$ cat src/rtl/cmerge_pkg.sv
// Shared definitions for the clocked merge controllers: FSM encodings,
// default sizing constants and a constant-foldable ceil(log2) helper.
package cmerge_pkg;

    typedef enum logic [1:0] {
        ST_IDLE    = 2'd0,
        ST_BUSY    = 2'd1,
        ST_RECOVER = 2'd2
    } state_e;

    localparam int DEF_N       = 5;
    localparam int DEF_W       = 5;
    localparam int DEF_TIMEOUT = 255;

    function automatic int clog2(input int value);
        int r;
        r = 0;
        for (int i = 0; i < 31; i++) begin
            if ((32'd1 << i) < value) begin
                r = i + 1;
            end else begin
                r = r;
            end
        end
        return r;
    endfunction

endpackage

$ cat src/rtl/rr_pick.sv
// Combinational round-robin selector: first set request at or above ptr_i,
// wrapping from N-1 back to 0.
module rr_pick #(
    parameter int N  = 5,
    parameter int IW = 3
) (
    input  logic [N-1:0]  req_i,
    input  logic [IW-1:0] ptr_i,
    output logic          valid_o,
    output logic [IW-1:0] idx_o
);

    // Scan N candidates starting at the pointer; the first hit wins.
    always_comb begin
        logic [IW-1:0] cand;
        logic          hit;
        valid_o = 1'b0;
        idx_o   = {IW{1'b0}};
        for (int i = 0; i < N; i++) begin
            cand    = IW'((int'(ptr_i) + i) % N);
            hit     = req_i[cand] && !valid_o;
            idx_o   = hit ? cand : idx_o;
            valid_o = valid_o | req_i[cand];
        end
    end

endmodule

$ cat src/rtl/merge_rr_arbiter.sv
// N-way round-robin merge arbiter onto one drive/free downstream channel.
// Optional grant watchdog enabled by defining MERGE_ARB_TIMEOUT_EN.
module merge_rr_arbiter
    import cmerge_pkg::*;
#(
    parameter int N = DEF_N,
    parameter int W = DEF_W
`ifdef MERGE_ARB_TIMEOUT_EN
    ,
    parameter int TIMEOUT = DEF_TIMEOUT
`endif
) (
    input  logic                  clk,
    input  logic                  rst,
    input  logic [N-1:0]          i_drive,
    input  logic [N*W-1:0]        i_data,
    output logic [N-1:0]          o_free,
    output logic                  o_driveNext,
    output logic [W-1:0]          o_data,
    input  logic                  i_freeNext,
`ifdef MERGE_ARB_TIMEOUT_EN
    output logic                  o_timeout,
`endif
    output logic [clog2(N)-1:0]   o_grant_idx
);

    localparam int IW = clog2(N);

    state_e          state_q, state_d;
    logic [IW-1:0]   ptr_q, ptr_d;
    logic [IW-1:0]   grant_q, grant_d;
    logic [W-1:0]    data_q, data_d;
    logic            drive_q, drive_d;
    logic [N-1:0]    free_q, free_d;
    logic            pick_valid_s;
    logic [IW-1:0]   pick_idx_s;
    logic [W-1:0]    data_arr_s [N];
    logic            expire_s;

`ifdef MERGE_ARB_TIMEOUT_EN
    localparam int CW = clog2(TIMEOUT + 1);
    logic [CW-1:0]   cnt_q, cnt_d;
    logic            timeout_q, timeout_d;

    assign expire_s  = (cnt_q == CW'(TIMEOUT - 1));
    assign o_timeout = timeout_q;
`else
    assign expire_s  = 1'b0;
`endif

    rr_pick #(.N(N), .IW(IW)) u_pick (
        .req_i   (i_drive),
        .ptr_i   (ptr_q),
        .valid_o (pick_valid_s),
        .idx_o   (pick_idx_s)
    );

    // Unpack the flat payload bus into one slice per requester.
    always_comb begin
        for (int k = 0; k < N; k++) begin
            data_arr_s[k] = i_data[k*W +: W];
        end
    end

    // Next-state and next-output logic of the grant FSM.
    always_comb begin
        state_d   = state_q;
        ptr_d     = ptr_q;
        grant_d   = grant_q;
        data_d    = data_q;
        drive_d   = drive_q;
        free_d    = {N{1'b0}};
`ifdef MERGE_ARB_TIMEOUT_EN
        cnt_d     = cnt_q;
        timeout_d = 1'b0;
`endif
        case (state_q)
            ST_IDLE: begin
                if (pick_valid_s) begin
                    grant_d = pick_idx_s;
                    data_d  = data_arr_s[pick_idx_s];
                    drive_d = 1'b1;
                    state_d = ST_BUSY;
`ifdef MERGE_ARB_TIMEOUT_EN
                    cnt_d   = {CW{1'b0}};
`endif
                end else begin
                    state_d = ST_IDLE;
                end
            end
            ST_BUSY: begin
                // A real free beats a simultaneous watchdog expiry.
                if (i_freeNext || expire_s) begin
                    free_d  = {{(N-1){1'b0}}, 1'b1} << grant_q;
                    drive_d = 1'b0;
                    data_d  = {W{1'b0}};
                    ptr_d   = (grant_q == IW'(N - 1)) ? {IW{1'b0}} : grant_q + IW'(1);
                    state_d = ST_RECOVER;
`ifdef MERGE_ARB_TIMEOUT_EN
                    timeout_d = !i_freeNext;
`endif
                end else begin
`ifdef MERGE_ARB_TIMEOUT_EN
                    cnt_d   = cnt_q + CW'(1);
`endif
                    state_d = ST_BUSY;
                end
            end
            ST_RECOVER: begin
                state_d = ST_IDLE;
            end
            default: begin
                state_d = ST_IDLE;
                drive_d = 1'b0;
                data_d  = {W{1'b0}};
            end
        endcase
    end

    // State and registered outputs; reset drops any grant immediately.
    always_ff @(posedge clk or posedge rst) begin
        if (rst) begin
            state_q   <= ST_IDLE;
            ptr_q     <= {IW{1'b0}};
            grant_q   <= {IW{1'b0}};
            data_q    <= {W{1'b0}};
            drive_q   <= 1'b0;
            free_q    <= {N{1'b0}};
`ifdef MERGE_ARB_TIMEOUT_EN
            cnt_q     <= {CW{1'b0}};
            timeout_q <= 1'b0;
`endif
        end else begin
            state_q   <= state_d;
            ptr_q     <= ptr_d;
            grant_q   <= grant_d;
            data_q    <= data_d;
            drive_q   <= drive_d;
            free_q    <= free_d;
`ifdef MERGE_ARB_TIMEOUT_EN
            cnt_q     <= cnt_d;
            timeout_q <= timeout_d;
`endif
        end
    end

    assign o_free      = free_q;
    assign o_driveNext = drive_q;
    assign o_data      = data_q;
    assign o_grant_idx = grant_q;

endmodule

$ cat config.mk
export PLATFORM = sky130hd
export DESIGN_NAME = merge_rr_arbiter
export DESIGN_NICKNAME = d
export VERILOG_FILES = /design/src/rtl/cmerge_pkg.sv /design/src/rtl/rr_pick.sv /design/src/rtl/merge_rr_arbiter.sv
export SDC_FILE = /design/constraint.sdc
export NUM_CORES = 1
export LEC_CHECK = 0
export ABC_CLOCK_PERIOD_IN_PS = 5550
export CELL_PAD_IN_SITES_DETAIL_PLACEMENT = 1
export CELL_PAD_IN_SITES_GLOBAL_PLACEMENT = 1
export CORE_UTILIZATION = 39
export DETAILED_ROUTE_END_ITERATION = 7
export HOLD_SLACK_MARGIN = 0.1
export PLACE_DENSITY = 0.84
export SLEW_MARGIN = 20
export SYNTH_ARGS = -nofsm -noshare
export SYNTH_HDL_FRONTEND = slang
export SYNTH_HIERARCHICAL = 1
export SYNTH_SLANG_ARGS = --single-unit
$ cat constraint.sdc
create_clock -name clk -period 5.55 [get_ports clk]
set_input_delay 0.555 -clock clk [delete_from_list [all_inputs] [get_ports clk]]
set_output_delay 0.555 -clock clk [all_outputs]
set_load 0.01 [all_outputs]
==> metrics.md, run 1 <==
| Metric | Value |
|---|---|
| Outcome | `complete, no violations` |
| Final core utilization | `between 40% and 50%` |
| Crit Path Category | `flop to flop` |
| Grt ovf | `0` |
| Largest family of logic cells by synthesized area | `simple AND/OR/NAND/NOR gates` |
| Max-slew violations | `0` |
| Die W | `around 80 um` |
| Area contributors post-synth | `dfrtp_1, ha_1, mux2i_1` |
| Endpoint class of the critical path | `flop` |
| RSZ-0062 raised after global routing | `false` |
| Cts bufs inserted | `3` |
| Routability cong. | `0.890` |
| Primary FF master, synth | `dfrtp_1` |
| Clock Path Buffers | `2` |
| Initial antenna violation count | `0` |
| Multi-input logic area | `about 1700 um2` |
| Clock skew | `between 0.005 and 0.006 ns` |
| CTS tree | `built` |
| Initial Util | `about two fifths` |
| Chip height | `about 80 um` |
| Post-synth top area cell | `dfrtp_1` |
| Core ar. | `roughly 5900 um2` |
| Post-synthesis simple-gate area fraction | `roughly 26%` |
| Synth top area share | `20.1%` |
| Startpoint types | `flop` |
| Clk slew on worst S/H paths | `0.07 ns` |
| Cell family with most CP delay | `compound AO/OA/AOI/OAI gates` |
| Sequential cell area fraction in the yosys report | `about 20%` |
| Count of state elements after synthesis | `19` |
| WL final | `about 6700 um` |
| R2R depth | `21` |
| Cell Area, Synth | `between 2000 and 2500 um2` |
| TritonRoute pass-1 iters | `6` |
| Post-CTS sizing | `0` |
| H-tree Lvls | `1` |
| Part of the cycle the worst path needs | `roughly nine tenths` |
| CP bufs+invs | `5` |
| Mux cell area share after synthesis | `between 10% and 20%` |
| Netlist cell types | `just over 70` |
| Total number of vias | `around 2300` |
| CTS sink cnt | `19` |
| Number of synthesized flops with an enable pin | `0` |
| Wire per inst | `between 15 and 20 um` |
| Mapped Nets | `330` |
| Setup TNS | `0 ns` |
| Post-detail-place hpwl | `5180 um` |
| Via-to-Cell Ratio | `slightly below 6` |
| R2R Path Start | `ptr_q[1]` |
| Cells after Synth | `277` |
| Drt drc | `0` |
| Maximum clock rate | `~200 MHz` |
| Worst EP required | `approximately 5.7 ns` |
| Least-Margin Pin Slew | `0.726 ns` |
| Global Route Usage Sum | `21.7%` |
| Final setup viols | `0` |
| Tightest Hold Check Type | `flop to flop` |
| Compound-Gate Fraction of Synth Area | `about a fifth` |
| Max Cap Viol | `0` |
| DR iter-0 viols | `97` |
| Reg2Reg Setup Slack | `approximately 0.46 ns` |
| Slew headroom | `51.5%` |
| Yosys Warn Count | `6` |
| Hold Path Origin | `o_data[4]` |
| Worst r2r dst | `o_data[1]` |
| Period minus WS final | `5.09 ns` |
| Share of layout cells above drive strength 1 | `9.12%` |
| Final nets | `between 300 and 400` |
| Share of flip-flops with an asynchronous set or reset | `100%` |
| Top cells by count, synth | `nand2_1, inv_1, ha_1` |
| Fillers | `704` |
| Number of nets still failing antenna checks after routing | `0` |
| Most numerous cell in the Yosys netlist | `nand2_1` |
| Syn avg cell area | `around 8.6 um2` |
| Postcts setup bufs | `0` |
| CTS Root Cell | `clkbuf_8` |
| Final Hold Vio Count | `0` |
| Largest net degree at the start of global routing | `24` |
| Min-Delay Endpoint | `o_data[4]` |
| Die area | `between 6000 and 7000 um2` |
| Worst path cell trace | `inv_1 > ha_1 > inv_1 > ha_1 > inv_1 > ha_1 > inv_1 > ha_1 > nor2b_1 > o2111ai_1 > nand3_1 > nor2_1 > o21ai_0 > nand4_1 > a32oi_2 > mux2_2 > o221ai_1 > buf_4 > mux4_2 > and2_0 > a221o_1` |
| Antenna Cells | `0` |
| FF/Latch Area | `around 480 um2` |
| CP max stage delay | `about 0.53 ns` |
| I/O Buffers | `46` |
| Data arrival, critical path | `around 5.2 ns` |
| IO Count | `47` |
| First-pass GRT wire length | `roughly 11000 um` |
| Layout area overhead | `23.5%` |
| Synth Area in XOR/XNOR | `under 10%` |
| # rows | `28` |
| Hold Path Depth | `1` |
| Hold-fix buffers, CTS | `0` |
| Worst-skew pair later-pin latency | `0.26 ns` |
| CP max stage cell | `dfrtp_1` |
| Critical path fanouts, max | `16` |
| Adder-Cell Fraction of Synth Area | `about a tenth` |
| Vias in the first global route | `between 2000 and 2500` |
[kinds of logic (layout without fill, tap and decap cells)]
kind of cell               Yosys count  in the layout
DFF                                 19             19
AOI/OAI and AO/OA                   64             64
adders and majority gates           20             20
muxes                               22             22
xor gates and xnor gates             9              9
and+or+nand+nor                    106            106
buffers and inverters               37             78
[area by class of cell]
cell class / instances / area share [%]
multi-input combinational: 221 / 59.2
sequential: 19 / 16.3
inverter: 24 / 3.08
tap: 75 / 3.21
timing repair buffer: 50 / 16.8
clock buffer: 4 / 1.54
[worst register-to-register path, stage by stage (launching register included)]
cell	delay [ns]
dfrtp_1	0.53
inv_1	0.29
ha_1	0.22
inv_1	0.06
ha_1	0.45
inv_1	0.13
ha_1	0.19
inv_1	0.05
ha_1	0.21
nor2b_1	0.26
o2111ai_1	0.19
nand3_1	0.18
nor2_1	0.07
o21ai_0	0.16
nand4_1	0.11
a32oi_2	0.33
mux2_2	0.39
o221ai_1	0.17
buf_4	0.24
mux4_2	0.31
and2_0	0.17
a221o_1	0.27
[flip-flops by register name (all words and copies together), names as in the netlist]
signal and count:
o_data 5, o_free 5, o_grant_idx 3, ptr_q 3, state_q 2, o_driveNext 1
[metal layers]
layer	up-vias	routed length (um)	global-route usage, %
met5	-	0	0
met4	0	58	3.04
met3	4	270	2.74
met2	56	3170	37.5
met1	1132	3240	29.3
li1	1101	-	-
[per-stage QoR]
stage | cell area, um2 | setup WS, ns | hold WS (ns) | cells
floorplan | 2370 | 0.869 | 0.487 | 277
global placement | 2880 | 0.796 | 0.484 | 389
detailed placement | 2880 | 0.506 | 0.480 | 389
CTS | 2930 | 0.504 | 0.497 | 393
global route | 2930 | 0.0950 | 0.530 | 393
finish | 2930 | 0.457 | 0.494 | 393
[layout by cell type, fill, tap and decap left out, drive strengths merged, types with 5 or more instances in the layout]
cell type and count:
clkdlybuf4s50 46, mux2 7, a21oi 11, nor2 21, nand4 5, and3 5
nand2 23, o21ai 10, xnor2 9, o211ai 6, inv 22, ha 20
a21o 5, nor2b 6, dfrtp 19, and2 5, mux2i 12, nand3 8
nand2b 5
[worst max-delay path by stage]
stage	from	endpoint	cells after the start
2_1_floorplan	ptr_q[0]	o_data[2]	22
3_3_place_gp	ptr_q[1]	o_data[1]	21
3_5_place_dp	ptr_q[1]	o_data[1]	21
4_1_cts	ptr_q[1]	o_data[1]	21
5_1_grt	ptr_q[1]	o_data[1]	21
6_report	ptr_q[1]	o_data[1]	21
Power of run 1 is left out: the tool's default activity adds up to more than one toggle a clock period on the data nets, which glitch-free logic cannot reach.
==> inputs of run 2 (changes only) <==
Settings changed: CELL_PAD_IN_SITES_DETAIL_PLACEMENT 1 to default, CELL_PAD_IN_SITES_GLOBAL_PLACEMENT 1 to default, CORE_UTILIZATION 39 to 45, PLACE_DENSITY 0.84 to 0.74, SETUP_SLACK_MARGIN from default to 0.05.
==> metrics.md, run 2 (synthesis gave the netlist of run 1 again) <==
| Metric | Value |
|---|---|
| Part of the cycle the worst path needs | `90.9% (-0.84 points)` |
| Period minus WS final | `5.05 ns (-0.0465 ns)` |
| Least-Margin Pin Slew | `0.708 ns (-0.0183 ns)` |
| Number of nets still failing antenna checks after routing | `0 (unchanged)` |
| Max Cap Viol | `0 (unchanged)` |
| Clock skew | `0.00312 ns (-0.00260 ns)` |
| Clk slew on worst S/H paths | `0.07 ns (about the same)` |
| Max-slew violations | `0 (unchanged)` |
| CTS sink cnt | `19 (unchanged)` |
| I/O Buffers | `46 (unchanged)` |
| CP max stage delay | `0.52 ns (about the same)` |
| Layout area overhead | `23.4% (about the same)` |
| CP bufs+invs | `5 (unchanged)` |
| Worst path cell trace | `inv_1 > ha_1 > inv_1 > ha_1 > inv_1 > ha_1 > inv_1 > ha_1 > nor2b_1 > o2111ai_1 > nand3_1 > nor2_1 > o21ai_0 > nand4_1 > a32oi_2 > mux2_2 > o221ai_1 > buf_4 > mux4_2 > and2_0 > a221o_1` |
| Endpoint class of the critical path | `flop` |
| Wire per inst | `14.5 um (-16%)` |
| Die W | `74.6 um (-6.7%)` |
| Core ar. | `5070 um2 (-14%)` |
| First-pass GRT wire length | `9020 um (-18%)` |
| Postcts setup bufs | `0 (unchanged)` |
| Vias in the first global route | `1953 (-14%)` |
| Post-CTS sizing | `0 (unchanged)` |
| Outcome | `complete, no violations` |
| Data arrival, critical path | `5.19 ns (-0.05 ns)` |
| TritonRoute pass-1 iters | `6 (unchanged)` |
| Slew headroom | `52.7% (+1.2 points)` |
| IO Count | `47 (unchanged)` |
| Hold WS | `0.493 ns (-0.00161 ns)` |
| Fillers | `471 (-33%)` |
| Worst EP required | `5.69 ns (about the same)` |
| Worst-skew pair later-pin latency | `0.26 ns (about the same)` |
| Initial Util | `46.7% (+6.4 points)` |
| Final setup viols | `0 (unchanged)` |
| Chip height | `74.6 um (-6.7%)` |
| Cts bufs inserted | `3 (unchanged)` |
| DP Area | `2870 um2 (-0.22%)` |
| Final core utilization | `57.6% (+7.9 points)` |
| Crit Path Category | `flop to flop` |
| Setup TNS | `0 ns (unchanged)` |
| WL final | `5620 um (-17%)` |
| RSZ-0062 raised after global routing | `false` |
| Clock Path Buffers | `2 (unchanged)` |
| Via-to-Cell Ratio | `5.65 (-3.1%)` |
| DR iter-0 viols | `132 (+36%)` |
| CP max stage cell | `dfrtp_1` |
| CTS Root Cell | `clkbuf_8` |
| Post-detail-place hpwl | `4360 um (-16%)` |
| CTS tree | `built` |
| Total number of vias | `2194 (-4.3%)` |
| H-tree Lvls | `1 (unchanged)` |
| Grt ovf | `0 (unchanged)` |
| Global Route Usage Sum | `20.9% (-0.79 points)` |
| Hold-fix buffers, CTS | `0 (unchanged)` |
| # rows | `26 (-7.1%)` |
| Most common cell after layout, fill and taps aside | `clkdlybuf4s50_1` |
| Startpoint types | `flop` |
| Commonest cells after routing, fill and taps aside | `clkdlybuf4s50_1, nand2_1, inv_1` |
| Routability cong. | `0.851 (-4.3%)` |
| Cell family with most CP delay | `compound AO/OA/AOI/OAI gates` |
| Final Hold Vio Count | `0 (unchanged)` |
| Initial antenna violation count | `0 (unchanged)` |
| Largest net degree at the start of global routing | `24 (unchanged)` |
| Critical path fanouts, max | `16 (unchanged)` |
| Die area | `5560 um2 (-13%)` |
| Share of layout cells above drive strength 1 | `9.43% (+0.31 points)` |
| Drt drc | `0 (unchanged)` |
| Final nets | `372 (unchanged)` |
| Post-route cell area | `2920 um2 (about the same)` |
| Tightest Hold Check Type | `flop to flop` |
| Antenna Cells | `0 (unchanged)` |
| Maximum clock rate | `198 MHz (+0.92%)` |
[run 2: cell count changes in the layout (fill, tap and decap cells not counted), sizes merged]
| cell | delta |
|---|---|
| clkbuf | -1 |
| clkinvlp | +1 |
[run 2: final timing paths]
kind,to,cells past startpoint,from,slack [ns]
min reg2reg,o_data[4],1,o_data[4],0.49
max,o_data[1],21,ptr_q[1],0.50
min,o_data[4],1,o_data[4],0.49
max in group asynchronous,o_data[4],2,rst,4.40
min in group asynchronous,o_free[3],2,rst,0.70
max reg2reg,o_data[1],21,ptr_q[1],0.50
[run 2: metal layers]
metal | GRT usage, % | vias up | share of wire, %
met5 | 0 | - | 0
met4 | 4.40 | 0 | 0.61
met3 | 4.07 | 4 | 4.6
met2 | 33.2 | 49 | 44
met1 | 29.4 | 1030 | 51
li1 | - | 1111 | -
[run 2: worst register-to-register path: stages (launching register included)]
cell       delay (ns)
dfrtp_1          0.52
inv_1            0.26
ha_1             0.22
inv_1            0.06
ha_1             0.43
inv_1            0.10
ha_1             0.19
inv_1            0.05
ha_1             0.21
nor2b_1          0.22
o2111ai_1        0.21
nand3_1          0.16
nor2_1           0.06
o21ai_0          0.22
nand4_1          0.15
a32oi_2          0.32
mux2_2           0.39
o221ai_1         0.17
buf_4            0.24
mux4_2           0.31
and2_0           0.16
a221o_1          0.26
[run 2: layout make-up]
| type | instances | area, um2 | area share, % |
|---|---|---|---|
| tap | 70 | 87.6 | 3.00 |
| inverter | 24 | 90.1 | 3.08 |
| timing repair buffer | 50 | 490 | 16.8 |
| clock inverter | 1 | 7.51 | 0.257 |
| clock buffer | 3 | 41.3 | 1.41 |
| multi-input combinational | 221 | 1730 | 59.2 |
| sequential | 19 | 475 | 16.3 |
[run 2: per-stage QoR]
stage / cells / setup slack, ns
after floorplan: 277 / 0.869
after global placement: 384 / 0.834
after detailed placement: 384 / 0.605
after CTS: 388 / 0.594
after global routing: 388 / 0.204
final: 388 / 0.503
Power of run 2 is left out for the same reason.
